--- src/rtl/cr16_pkg.sv ---
// Shared CR16 decode definitions: FSM states, opcode values and instruction field positions.
// No logic and no latency; consumed by cr16_decode_fsm and its sub-modules.
// No backpressure; the package holds constants and a helper function only.
package cr16_pkg;

    typedef enum logic [1:0] {
        ST_FETCH   = 2'd0,
        ST_DECODE  = 2'd1,
        ST_EXECUTE = 2'd2,
        ST_HALT    = 2'd3
    } state_t;

    localparam logic [3:0] OP_ADD  = 4'd0;
    localparam logic [3:0] OP_SUB  = 4'd4;
    localparam logic [3:0] OP_AND  = 4'd6;
    localparam logic [3:0] OP_OR   = 4'd7;
    localparam logic [3:0] OP_XOR  = 4'd8;
    localparam logic [3:0] OP_NOT  = 4'd9;
    localparam logic [3:0] OP_LSH  = 4'd10;
    localparam logic [3:0] OP_CMP  = 4'd11;
    localparam logic [3:0] OP_HALT = 4'd15;

    localparam int OPC_MSB   = 15;
    localparam int OPC_LSB   = 12;
    localparam int RDEST_MSB = 11;
    localparam int RDEST_LSB = 8;
    localparam int IMM_BIT   = 7;
    localparam int IMM7_MSB  = 6;
    localparam int IMM7_LSB  = 0;
    localparam int RSRC_MSB  = 3;
    localparam int RSRC_LSB  = 0;

    function automatic logic is_write_op(input logic [3:0] opc);
        case (opc)
            OP_ADD, OP_SUB, OP_AND, OP_OR, OP_XOR, OP_NOT, OP_LSH: is_write_op = 1'b1;
            default:                                               is_write_op = 1'b0;
        endcase
    endfunction

endpackage

--- src/rtl/cr16_onehot_decoder.sv ---
// 4-bit index to 16-bit one-hot strobe, all zero when en is low.
// Combinational, zero latency.
// No backpressure; output follows inputs directly.
module cr16_onehot_decoder (
    input  logic [3:0]  idx,
    input  logic        en,
    output logic [15:0] onehot
);

    always_comb begin
        onehot = '0;
        if (en) begin
            onehot[idx] = 1'b1;
        end
    end

endmodule

--- src/rtl/cr16_decode_fsm.sv ---
// CR16 fetch/decode/execute control FSM; CR16_DECODE_FLAG_LATCH_EN adds the status-flag register.
// Three enabled cycles per instruction; decode outputs follow the state/instruction registers.
// I_ENABLE=0 stalls everything and masks the write strobe; a word is accepted only in FETCH.
module cr16_decode_fsm
    import cr16_pkg::*;
(
    input  logic        I_CLK,
    input  logic        I_RESET,
    input  logic        I_ENABLE,
    input  logic        I_INSTR_VALID,
    input  logic [15:0] I_INSTR,
    input  logic [4:0]  I_STATUS_FLAGS,
    output logic        O_INSTR_READY,
    output logic [15:0] O_REG_WRITE_ENABLE,
    output logic [3:0]  O_REG_A_SELECT,
    output logic [3:0]  O_REG_B_SELECT,
    output logic [15:0] O_IMMEDIATE,
    output logic        O_IMMEDIATE_SELECT,
    output logic [3:0]  O_OPCODE,
    output logic [4:0]  O_FLAGS,
    output logic        O_HALTED
);

    state_t      state;
    logic [15:0] instr_q;

    logic [3:0] opc;
    logic [3:0] rdest;
    logic [3:0] rsrc;
    logic [6:0] imm7;
    logic       imm_flag;
    logic       decoding;
    logic       exec_en;
    logic       wr_en;

    assign opc      = instr_q[OPC_MSB:OPC_LSB];
    assign rdest    = instr_q[RDEST_MSB:RDEST_LSB];
    assign rsrc     = instr_q[RSRC_MSB:RSRC_LSB];
    assign imm7     = instr_q[IMM7_MSB:IMM7_LSB];
    assign imm_flag = instr_q[IMM_BIT];

    assign O_INSTR_READY = (state == ST_FETCH) && I_ENABLE && !I_RESET;
    assign O_HALTED      = (state == ST_HALT);
    assign decoding      = (state == ST_DECODE) || (state == ST_EXECUTE);
    assign exec_en       = (state == ST_EXECUTE) && I_ENABLE;
    assign wr_en         = exec_en && is_write_op(opc);

    always_ff @(posedge I_CLK or posedge I_RESET) begin
        if (I_RESET) begin
            state   <= ST_FETCH;
            instr_q <= '0;
        end else if (I_ENABLE) begin
            case (state)
                ST_FETCH: begin
                    if (I_INSTR_VALID) begin
                        instr_q <= I_INSTR;
                        state   <= ST_DECODE;
                    end
                end
                ST_DECODE:  state <= (opc == OP_HALT) ? ST_HALT : ST_EXECUTE;
                ST_EXECUTE: state <= ST_FETCH;
                default:    state <= ST_HALT;
            endcase
        end
    end

    // CMP reuses the SUB datapath operation without a register write.
    always_comb begin
        O_REG_A_SELECT     = '0;
        O_REG_B_SELECT     = '0;
        O_IMMEDIATE        = '0;
        O_IMMEDIATE_SELECT = 1'b0;
        O_OPCODE           = '0;
        if (decoding) begin
            O_REG_A_SELECT = rdest;
            O_OPCODE       = (opc == OP_CMP) ? OP_SUB : opc;
            if (imm_flag) begin
                O_IMMEDIATE        = {{9{imm7[6]}}, imm7};
                O_IMMEDIATE_SELECT = 1'b1;
            end else begin
                O_REG_B_SELECT = rsrc;
            end
        end
    end

    cr16_onehot_decoder u_wr_decoder (
        .idx    (rdest),
        .en     (wr_en),
        .onehot (O_REG_WRITE_ENABLE)
    );

`ifdef CR16_DECODE_FLAG_LATCH_EN
    logic [4:0] flags_q;

    always_ff @(posedge I_CLK or posedge I_RESET) begin
        if (I_RESET) begin
            flags_q <= '0;
        end else if (exec_en && (is_write_op(opc) || (opc == OP_CMP))) begin
            flags_q <= I_STATUS_FLAGS;
        end
    end

    assign O_FLAGS = flags_q;
`else
    logic unused_status_flags;
    assign unused_status_flags = ^I_STATUS_FLAGS;
    assign O_FLAGS = '0;
`endif

endmodule

--- config.mk ---
export PLATFORM = sky130hd
export DESIGN_NAME = cr16_decode_fsm
export DESIGN_NICKNAME = d
export VERILOG_FILES = /design/src/rtl/cr16_pkg.sv /design/src/rtl/cr16_onehot_decoder.sv /design/src/rtl/cr16_decode_fsm.sv
export SDC_FILE = /design/constraint.sdc
export NUM_CORES = 1
export LEC_CHECK = 0
export CORE_ASPECT_RATIO = 0.6
export CORE_MARGIN = 5
export CORE_UTILIZATION = 25
export CTS_CLUSTER_SIZE = 14
export DETAILED_ROUTE_END_ITERATION = 8
export SETUP_SLACK_MARGIN = 0.2
export SYNTH_ARGS = -nofsm -noshare
export SYNTH_HDL_FRONTEND = slang
export SYNTH_SLANG_ARGS = --single-unit
--- constraint.sdc ---
create_clock -name I_CLK -period 1.6 [get_ports I_CLK]
set_input_delay 0.16 -clock I_CLK [delete_from_list [all_inputs] [get_ports I_CLK]]
set_output_delay 0.16 -clock I_CLK [all_outputs]
set_load 0.01 [all_outputs]
==> results of run 1 <==
==> routing by layer <==
metal	track usage [%]	routed length, um	vias up
met4	1.94	41	0
met5	0	0	-
met1	18.6	2250	675
li1	-	-	704
met2	21.5	2320	39
met3	2.77	289	4
==> cells in the mapped netlist <==
library cell,count
o21a_1,1
a32oi_1,1
mux2_2,6
inv_1,4
nor2_2,1
nor2_1,4
buf_8,1
nand2_1,13
buf_4,14
nor2b_1,6
clkbuf_1,3
ha_1,4
nand4_1,1
nor4_2,10
o211a_1,1
conb_1,1
nand3_2,1
nand3_1,7
mux2i_1,1
a211oi_4,1
buf_6,2
and2_1,9
and2b_1,1
o21ai_0,1
a21oi_1,3
buf_2,4
nor4_1,6
mux2_1,10
and3_1,9
dfrtp_1,18
==> path summary, 6_finish.rpt <==
| path | from | to | slack [ns] | depth (start not counted) |
|---|---|---|---|---|
| setup / recovery | instr_q[13]$_DFFE_PP0P_ | O_REG_WRITE_ENABLE[12] | -0.14 | 6 |
| setup reg to reg | state[0]$_DFFE_PP0P_ | instr_q[1]$_DFFE_PP0P_ | 0.20 | 4 |
| max in group asynchronous | I_RESET | instr_q[13]$_DFFE_PP0P_ | 1.05 | 3 |
| hold / removal | I_RESET | instr_q[0]$_DFFE_PP0P_ | 0.32 | 3 |
| hold reg to reg | instr_q[4]$_DFFE_PP0P_ | instr_q[4]$_DFFE_PP0P_ | 0.53 | 1 |
| min in group I_CLK | I_INSTR[3] | instr_q[3]$_DFFE_PP0P_ | 0.49 | 2 |
==> power by group through the flow <==
stage	combinational [W]	clock, W	sequential [W]
floorplan	0.0000231	0	0.000464
global placement	0.0000700	0	0.000464
detailed placement	0.0000701	0	0.000464
CTS	0.0000743	0.000374	0.000455
global route	0.0000830	0.000400	0.000454
finish	0.0000765	0.000368	0.000455
==> layout by cell type (no fill, tap or decap), types with 2 or more instances in the layout <==
cell             synthesis  layout
nor4_2                  10       4
and2_4                   0       8
nor2b_2                  0       2
buf_6                    2      47
dfrtp_1                 18      14
mux2_1                  10       2
buf_12                   0       5
inv_2                    0       2
nor4_4                   0      10
ha_4                     0       3
nor2_2                   1       3
clkdlybuf4s50_1          0      18
a21oi_2                  0       3
mux2_2                   6       6
conb_1                   1       5
nand3_4                  0       2
dfrtp_2                  0       4
inv_1                    4       2
clkbuf_8                 0       4
nand2_1                 13      10
buf_2                    4      21
buf_4                   14      24
mux2_4                   0       8
nor4_1                   6       2
and3_4                   0       9
nand3_1                  7       7
nor2b_4                  0       3
nor2_1                   4       2
==> state kept, by name (all words and copies together), names as in the netlist <==
register	flops
state	2
instr_q	16
==> per-stage QoR <==
stage          power (W)  utilization [%]  instances  setup TNS (ns)  setup slack [ns]
2_1_floorplan   0.000487                -        148               0             0.196
3_3_place_gp    0.000533             42.5        286          -10.59            -0.363
3_5_place_dp    0.000534             42.5        286          -10.27            -0.367
4_1_cts         0.000903             48.1        310           -1.94            -0.147
5_1_grt         0.000938             52.0        316           -6.03            -0.234
6_report        0.000900             52.0        316           -2.62            -0.138
==> final cells by class <==
class	instances	share of cell area, %
repair buffers	117	39.6
multi-input cells	104	39.0
flip-flops and latches	18	15.9
well taps	69	3.02
clock buffers	4	1.93
inverters	4	0.525
==> logic make-up after synthesis <==
logic type	synth area share (%)
AOI/OAI and AO/OA	4.77
adders and majority gates	3.60
buffers and inverters	13.6
DFF	32.4
muxes	13.7
other	0.270
and+or+nand+nor	31.7
==> timing repair <==
item / CTS / global route
gates cloned: 4 / 0
resized for setup: 261 / 42
buffers inserted: 16 / 6
hold buffers: 0 / 0
pin swaps: 15 / 9
setup endpoints to repair: 63 / 56
==> worst max-delay path, cell delays in order, from the launching register on <==
cell and delay (ns):
dfrtp_2 0.44, buf_4 0.15, a211oi_4 0.24, buf_12 0.17
buf_12 0.15, nor4_4 0.05, buf_2 0.14
==> results.yml, run 1 <==
logic_synthesis:
  synth.largest_area_cell: "dfrtp_1"
  synth_cells: 144
  netlist_area_um2: 1390
  yosysWarnings: 0
  ys_types: 30
  ys_seq_area_share_pct: 32.4
  synth.top_cell.area_share_pct: 32.4
  syn_avg_cell_area_um2: 9.66
  ys_top_cells_by_area: "dfrtp_1 32%, nor4_2 9.0%, mux2_1 8.1%"
  ys_seq_elements: 18
clocking:
  cts_tree: "built"
  cts_made_buffers: 3
  clock-sinks: 18
  clkLatencyLatePin_ns: 0.25
  h-tree-depth: 1
  clk_path_buf_depth: 2
  clk_pin_slew_ns: 0.07
  clockRootBuffer: "clkbuf_8"
setup_path:
  worst-setup-path-type: "flop to output pin"
  end_kind: "output pin"
  arrival_ns: 1.58
  crit_fanout: 8
  required_ns: 1.44
  crit_path_start_kind: "flop"
floorplan:
  die_area_um2: 7210
  die_h_um: 67.8
  rows: 21
  start_util_pct: 25.3
  ios: 77
  fp.dieW_um: 106
  core_area_um2: 5490
sta:
  hold_viol_final: 0
  max_freq_mhz: 575
  rsz0062_at_grt: "yes"
  min_period_ns: 1.74
  clock_skew_ns: 0.00842
  finalHoldWorstSlack_ns: 0.323
  setup_viol: 34
  drv_slew: 0
  finalWorstSetupSlack_ns: -0.138
  final.period_utilization_pct: 109
power_and_ir_drop:
  power_frac_seq_pct: 50.5
  switching_share_pct: 20.2
  p_leak_nw: 1.31
  power.switching_w: 0.000182
  internal_power_w: 0.000718
  clkPwrFrac_pct: 40.9
  p_comb_share_pct: 8.5
  powerDensity_nw_per_um2: 315
  ir_worst_vdd_v: 0.000348
global_route:
  antenna_found_initial: 0
  overflow: 0
  grt_pass1_vias: 1433
  grt_pass1_wl_um: 7490
  grt_usage_pct: 13.2
  grt_max_degree: 19
run_status:
  violations: "setup timing"
  status: "finished, violations left"
final_layout:
  regArea_um2: 455
  final_area_um2: 2860
  fill_cells: 478
  multi_input_area_um2: 1110
  final_nets: 277
  antenna_cells: 0
  area_growth_pct: 105
  drive_above_1_share_pct: 70.4
place:
  io_buffers: 66
  hpwl_um: 3220
  placed_area_um2: 2340
  place_congestion: 0.822
route:
  finalWirelength_um: 4910
  vias_per_cell: 4.50
  ant_nets: 0
  drt_iter0_markers: 40
  wl_per_cell_um: 15.5
  drc: 0
  dr.pass1.iters: 4
  vias: 1422
flow_run:
  maxCapViolations: 0
min_path:
  hold_path.class: "primary input to asynchronous set/reset pin"
No activity file was read; power rests on OpenSTA's default activity.
==> run 2: changes to the inputs <==
Settings changed: CORE_MARGIN 5 to 2.
==> run 2 against run 1 <==
Compared with the run above: the run still ends with setup timing left; total power decreased by 5.8%; sequential power is essentially flat; critical path type unchanged; count of clock-buffer cells in the layout fell by 1; combinational power is 2.7% lower; cell count up 0.63%; critical path depth unchanged; non-clock buffer count increased by 6; clock power is 14% lower; maximum frequency fell by 1.7%; register-to-register slack gained 0.06 ns; routed wire length increased by 0.90%; hold slack worse by 0.045 ns.
==> results.yml, run 2 (synthesis results as in run 1) <==
run_status:
  status: "finished, violations left"
  violations: "setup timing"
sta:
  drv_slew: 0
  rsz0062_at_grt: "yes"
  final.period_utilization_pct: 111
  clock_skew_ns: 0.00380
  finalWorstSetupSlack_ns: -0.168
  hold_viol_final: 0
  max_freq_mhz: 566
  min_period_ns: 1.77
  setup_viol: 28
floorplan:
  rows: 20
  ios: 77
  fp.dieW_um: 100
  die_h_um: 61.8
  core_area_um2: 5200
  start_util_pct: 26.7
  die_area_um2: 6200
route:
  drc: 0
  drt_iter0_markers: 47
  dr.pass1.iters: 4
  vias: 1450
  wl_per_cell_um: 15.6
  ant_nets: 0
  finalWirelength_um: 4950
  vias_per_cell: 4.56
final_layout:
  antenna_cells: 0
  regMostFlops: "instr_q"
  area_growth_pct: 106
  layout_common_cells: "42 x buf_6, 34 x buf_4, 21 x buf_2"
  reg.largest.list: "instr_q (16), state (2)"
  final_nets: 283
  drive_above_1_share_pct: 66.3
  fin_cells: 318
  mostFrequentLayoutCell: "buf_6"
  fill_cells: 455
  largest_reg_flops: 16
place:
  hpwl_um: 3200
  place_congestion: 0.803
  place_inst: 290
  io_buffers: 66
clocking:
  clockRootBuffer: "clkbuf_8"
  clk_pin_slew_ns: 0.07
  clkLatencyLatePin_ns: 0.25
  h-tree-depth: 1
  cts_made_buffers: 3
  clk_path_buf_depth: 2
  clock-sinks: 18
  cts_tree: "built"
power_and_ir_drop:
  p_total_w: 0.000847
  ir_worst_vdd_v: 0.000231
  p_leak_nw: 1.32
  clkPwrFrac_pct: 37.6
  internal_power_w: 0.000667
  power.switching_w: 0.000181
  p_comb_share_pct: 8.8
  power_frac_seq_pct: 53.7
  switching_share_pct: 21.3
  powerDensity_nw_per_um2: 296
global_route:
  overflow: 0
  grt_pass1_wl_um: 7290
  gr-usage-met2_pct: 23.2
  use_met3_pct: 3.13
  met1_usage_pct: 24.3
  antenna_found_initial: 0
  grt_pass1_vias: 1354
  grt_usage_pct: 15.6
  grt_busiest_layer: "met1"
  grt_max_degree: 19
min_path:
  hold_path.class: "primary input to asynchronous set/reset pin"
setup_path:
  crit_fanout: 7
  arrival_ns: 1.61
  end_kind: "output pin"
  required_ns: 1.44
  crit_path_start_kind: "flop"
  worst-setup-path-type: "flop to output pin"
flow_run:
  maxCapViolations: 0
-- run 2: critical path, stage by stage, from the launching register on --
cell      delay (ns)
dfrtp_1         0.43
buf_6           0.14
a211oi_4        0.30
buf_12          0.16
buf_12          0.15
nor4_4          0.04
buf_2           0.14
-- run 2: final timing paths --
check                                             start                      end  slack, ns  cells after the start
worst max register to register     state[0]$_DFFE_PP0P_   instr_q[2]$_DFFE_PP0P_       0.26                      4
min in group I_CLK                           I_INSTR[5]   instr_q[5]$_DFFE_PP0P_       0.49                      2
worst min-delay path                            I_RESET   instr_q[5]$_DFFE_PP0P_       0.28                      3
worst max-delay path            instr_q[13]$_DFFE_PP0P_    O_REG_WRITE_ENABLE[2]      -0.17                      6
max in group asynchronous                       I_RESET  instr_q[11]$_DFFE_PP0P_       1.10                      3
worst min register to register   instr_q[4]$_DFFE_PP0P_   instr_q[4]$_DFFE_PP0P_       0.50                      1
-- run 2: layer usage --
metal  vias to the layer above  routed length [um]
met5                         -                   0
met4                         0                   0
met3                         0                 233
met2                        38                2190
met1                       709                2530
li1                        703                   -
-- run 2: power groups by stage --
stage / Clock, W / Combinational (W) / Sequential [W]
global route: 0.000351 / 0.0000807 / 0.000454
global placement: 0 / 0.0000707 / 0.000464
finish: 0.000318 / 0.0000744 / 0.000455
floorplan: 0 / 0.0000231 / 0.000464
detailed placement: 0 / 0.0000708 / 0.000464
CTS: 0.000330 / 0.0000738 / 0.000455
-- run 2: what timing repair did --
| action | CTS | global route |
|---|---|---|
| cloned | 5 | 0 |
| gates resized for setup | 257 | 30 |
| buffers inserted | 15 | 5 |
| endpoints found under the hold margin | 0 | 0 |
| hold buffers | 0 | 0 |
| endpoints found under the setup margin | 63 | 56 |
| pin swaps | 32 | 9 |
-- run 2: cell type report --
cell class / instances / area [um^2] / area share, %
inverters: 4 / 15.0 / 0.524
well taps: 66 / 82.6 / 2.88
multi-input cells: 104 / 1090 / 38.2
flip-flops and latches: 18 / 452 / 15.8
clock buffers: 3 / 41.3 / 1.44
repair buffers: 123 / 1180 / 41.2
-- run 2: per-stage QoR --
stage / hold WS, ns / TNS [ns] / utilization, % / setup slack [ns] / instance area [um^2]
after floorplan: 0.104 / 0 / - / 0.196 / 1540
after global placement: 0.470 / -10.78 / 45.6 / -0.359 / 2370
after detailed placement: 0.478 / -10.72 / 45.6 / -0.364 / 2370
after CTS: 0.273 / -2.79 / 51.7 / -0.170 / 2690
after global routing: 0.311 / -4.89 / 55.0 / -0.234 / 2860
final: 0.278 / -2.82 / 55.0 / -0.168 / 2860
==> run 3: changes to the inputs <==
Settings changed: CORE_ASPECT_RATIO 0.6 to default.
==> run 3 against run 2 <==
Compared with the run above: the flow still finishes with violations (setup timing); sequential share of layout area is essentially flat; cell count shrank 0.94%; critical endpoint is now O_REG_WRITE_ENABLE[6]; non-clock buffer count shrank 11; setup slack gained 0.028 ns; via count shrank 2.1%; sequential power is essentially flat; combinational power grew 1%; highest routed layer is now met4; clock skew shrank 0.0030 ns; critical path depth is the same; first-iteration DRC count shrank 60%; register-to-register slack lost 0.08 ns.
==> results.yml, run 3 (synthesis results as in run 1) <==
run_status:
  status: "finished, violations left"
  violations: "setup timing"
clocking:
  clock-sinks: 18
  clockRootBuffer: "clkbuf_8"
  cts_tree: "built"
  cts_made_buffers: 3
  clk_path_buf_depth: 2
  clk_pin_slew_ns: 0.07
  clkLatencyLatePin_ns: 0.25
  h-tree-depth: 1
global_route:
  grt_max_degree: 19
  overflow: 0
  grt_pass1_vias: 1434
  grt_usage_pct: 13.5
  grt_pass1_wl_um: 6800
  antenna_found_initial: 0
power_and_ir_drop:
  powerDensity_nw_per_um2: 315
  p_comb_share_pct: 8.3
  internal_power_w: 0.000718
  switching_share_pct: 20.8
  power_frac_seq_pct: 50.1
  p_leak_nw: 1.30
  clkPwrFrac_pct: 41.6
  ir_worst_vdd_v: 0.000431
  power.switching_w: 0.000188
final_layout:
  final_area_um2: 2880
  regArea_um2: 454
  fill_cells: 488
  area_growth_pct: 107
  layout_common_cells: "39 x buf_6, 27 x buf_4, 19 x clkdlybuf4s50_1, 19 x buf_2"
  largest_reg_flops: 16
  reg.largest.list: "instr_q (16), state (2)"
  mostFrequentLayoutCell: "buf_6"
  antenna_cells: 0
  final_nets: 273
  regMostFlops: "instr_q"
  multi_input_area_um2: 1170
  drive_above_1_share_pct: 67.5
route:
  vias: 1420
  dr.pass1.iters: 4
  wl_per_cell_um: 14.2
  drc: 0
  vias_per_cell: 4.51
  ant_nets: 0
  finalWirelength_um: 4490
  drt_iter0_markers: 19
sta:
  hold_viol_final: 0
  setup_viol: 26
  drv_slew: 0
  finalWorstSetupSlack_ns: -0.141
  rsz0062_at_grt: "yes"
  min_period_ns: 1.74
  worst_pin_slew_ns: 0.569
  final.period_utilization_pct: 109
  clock_skew_ns: 0.000813
  max_freq_mhz: 574
  relSlewSlack_pct: 61.9
setup_path:
  worst-setup-path-type: "flop to output pin"
  required_ns: 1.44
  crit_fanout: 6
  crit_path_start_kind: "flop"
  arrival_ns: 1.58
  end_kind: "output pin"
floorplan:
  core_area_um2: 5440
  start_util_pct: 25.6
  die_h_um: 78.6
  fp.dieW_um: 78.6
  die_area_um2: 6180
  ios: 77
  rows: 27
place:
  io_buffers: 66
  pre_cts_ws_ns: -0.379
  hpwl_um: 2870
  placed_area_um2: 2380
  place_congestion: 0.717
flow_run:
  maxCapViolations: 0
min_path:
  hold_path.class: "primary input to asynchronous set/reset pin"
==> run 3: cell count changes in the layout (fill, tap and decap cells not counted), sizes merged <==
cell    change
clkbuf      +2
nor2b       +1
buf        -12
==> run 3: what timing repair did <==
item,in CTS,in global routing
resized for setup,244,56
setup buffers,10,4
setup endpoints to repair,63,57
gates cloned,1,3
hold buffers,0,0
pin swaps,22,10
==> run 3: final cells by class <==
class | count | share of cell area, %
Clock buffer | 4 | 1.91
Inverter | 4 | 0.522
Multi-Input combinational cell | 105 | 40.8
Sequential cell | 18 | 15.8
Tap cell | 72 | 3.13
Timing Repair Buffer | 112 | 37.8
==> run 3: path summary, 6_finish.rpt <==
check	slack (ns)	endpoint	from	cells past startpoint
setup / recovery	-0.14	O_REG_WRITE_ENABLE[6]	instr_q[13]$_DFFE_PP0P_	6
hold / removal	0.32	state[0]$_DFFE_PP0P_	I_RESET	3
hold reg to reg	0.50	instr_q[4]$_DFFE_PP0P_	instr_q[4]$_DFFE_PP0P_	1
min in group I_CLK	0.49	instr_q[1]$_DFFE_PP0P_	I_INSTR[1]	2
max in group asynchronous	1.06	instr_q[8]$_DFFE_PP0P_	I_RESET	3
setup reg to reg	0.18	instr_q[11]$_DFFE_PP0P_	state[0]$_DFFE_PP0P_	5
==> run 3: metal layers <==
| metal | vias to the layer above | GRT usage (%) | routed length (um) |
|---|---|---|---|
| met3 | 2 | 3.56 | 345 |
| met2 | 50 | 22.5 | 2320 |
| li1 | 686 | - | - |
| met1 | 682 | 17.2 | 1800 |
| met5 | - | 0 | 0 |
| met4 | 0 | 3.68 | 21 |
==> run 3: power by group through the flow <==
stage | clock network (W) | logic (W) | registers (W)
after floorplan | 0 | 0.0000231 | 0.000464
after global placement | 0 | 0.0000713 | 0.000464
after detailed placement | 0 | 0.0000713 | 0.000464
after CTS | 0.000392 | 0.0000715 | 0.000455
after global routing | 0.000410 | 0.0000824 | 0.000454
final | 0.000377 | 0.0000752 | 0.000455
==> run 3: critical path, stage by stage (launching register included) <==
cell      delay, ns
dfrtp_2        0.46
buf_6          0.14
a211oi_4       0.22
buf_6          0.16
buf_12         0.14
nor4_4         0.04
buf_2          0.16
==> run 3: stage by stage <==
stage	hold WS (ns)	total power, W	utilization [%]	setup TNS [ns]	std cells
after floorplan	0.104	0.000487	-	0	148
after global placement	0.466	0.000535	43.8	-8.86	293
after detailed placement	0.478	0.000535	43.8	-9.57	293
after CTS	0.303	0.000918	46.4	-2.53	308
after global routing	0.350	0.000947	52.9	-4.69	315
final	0.319	0.000907	52.9	-2.73	315
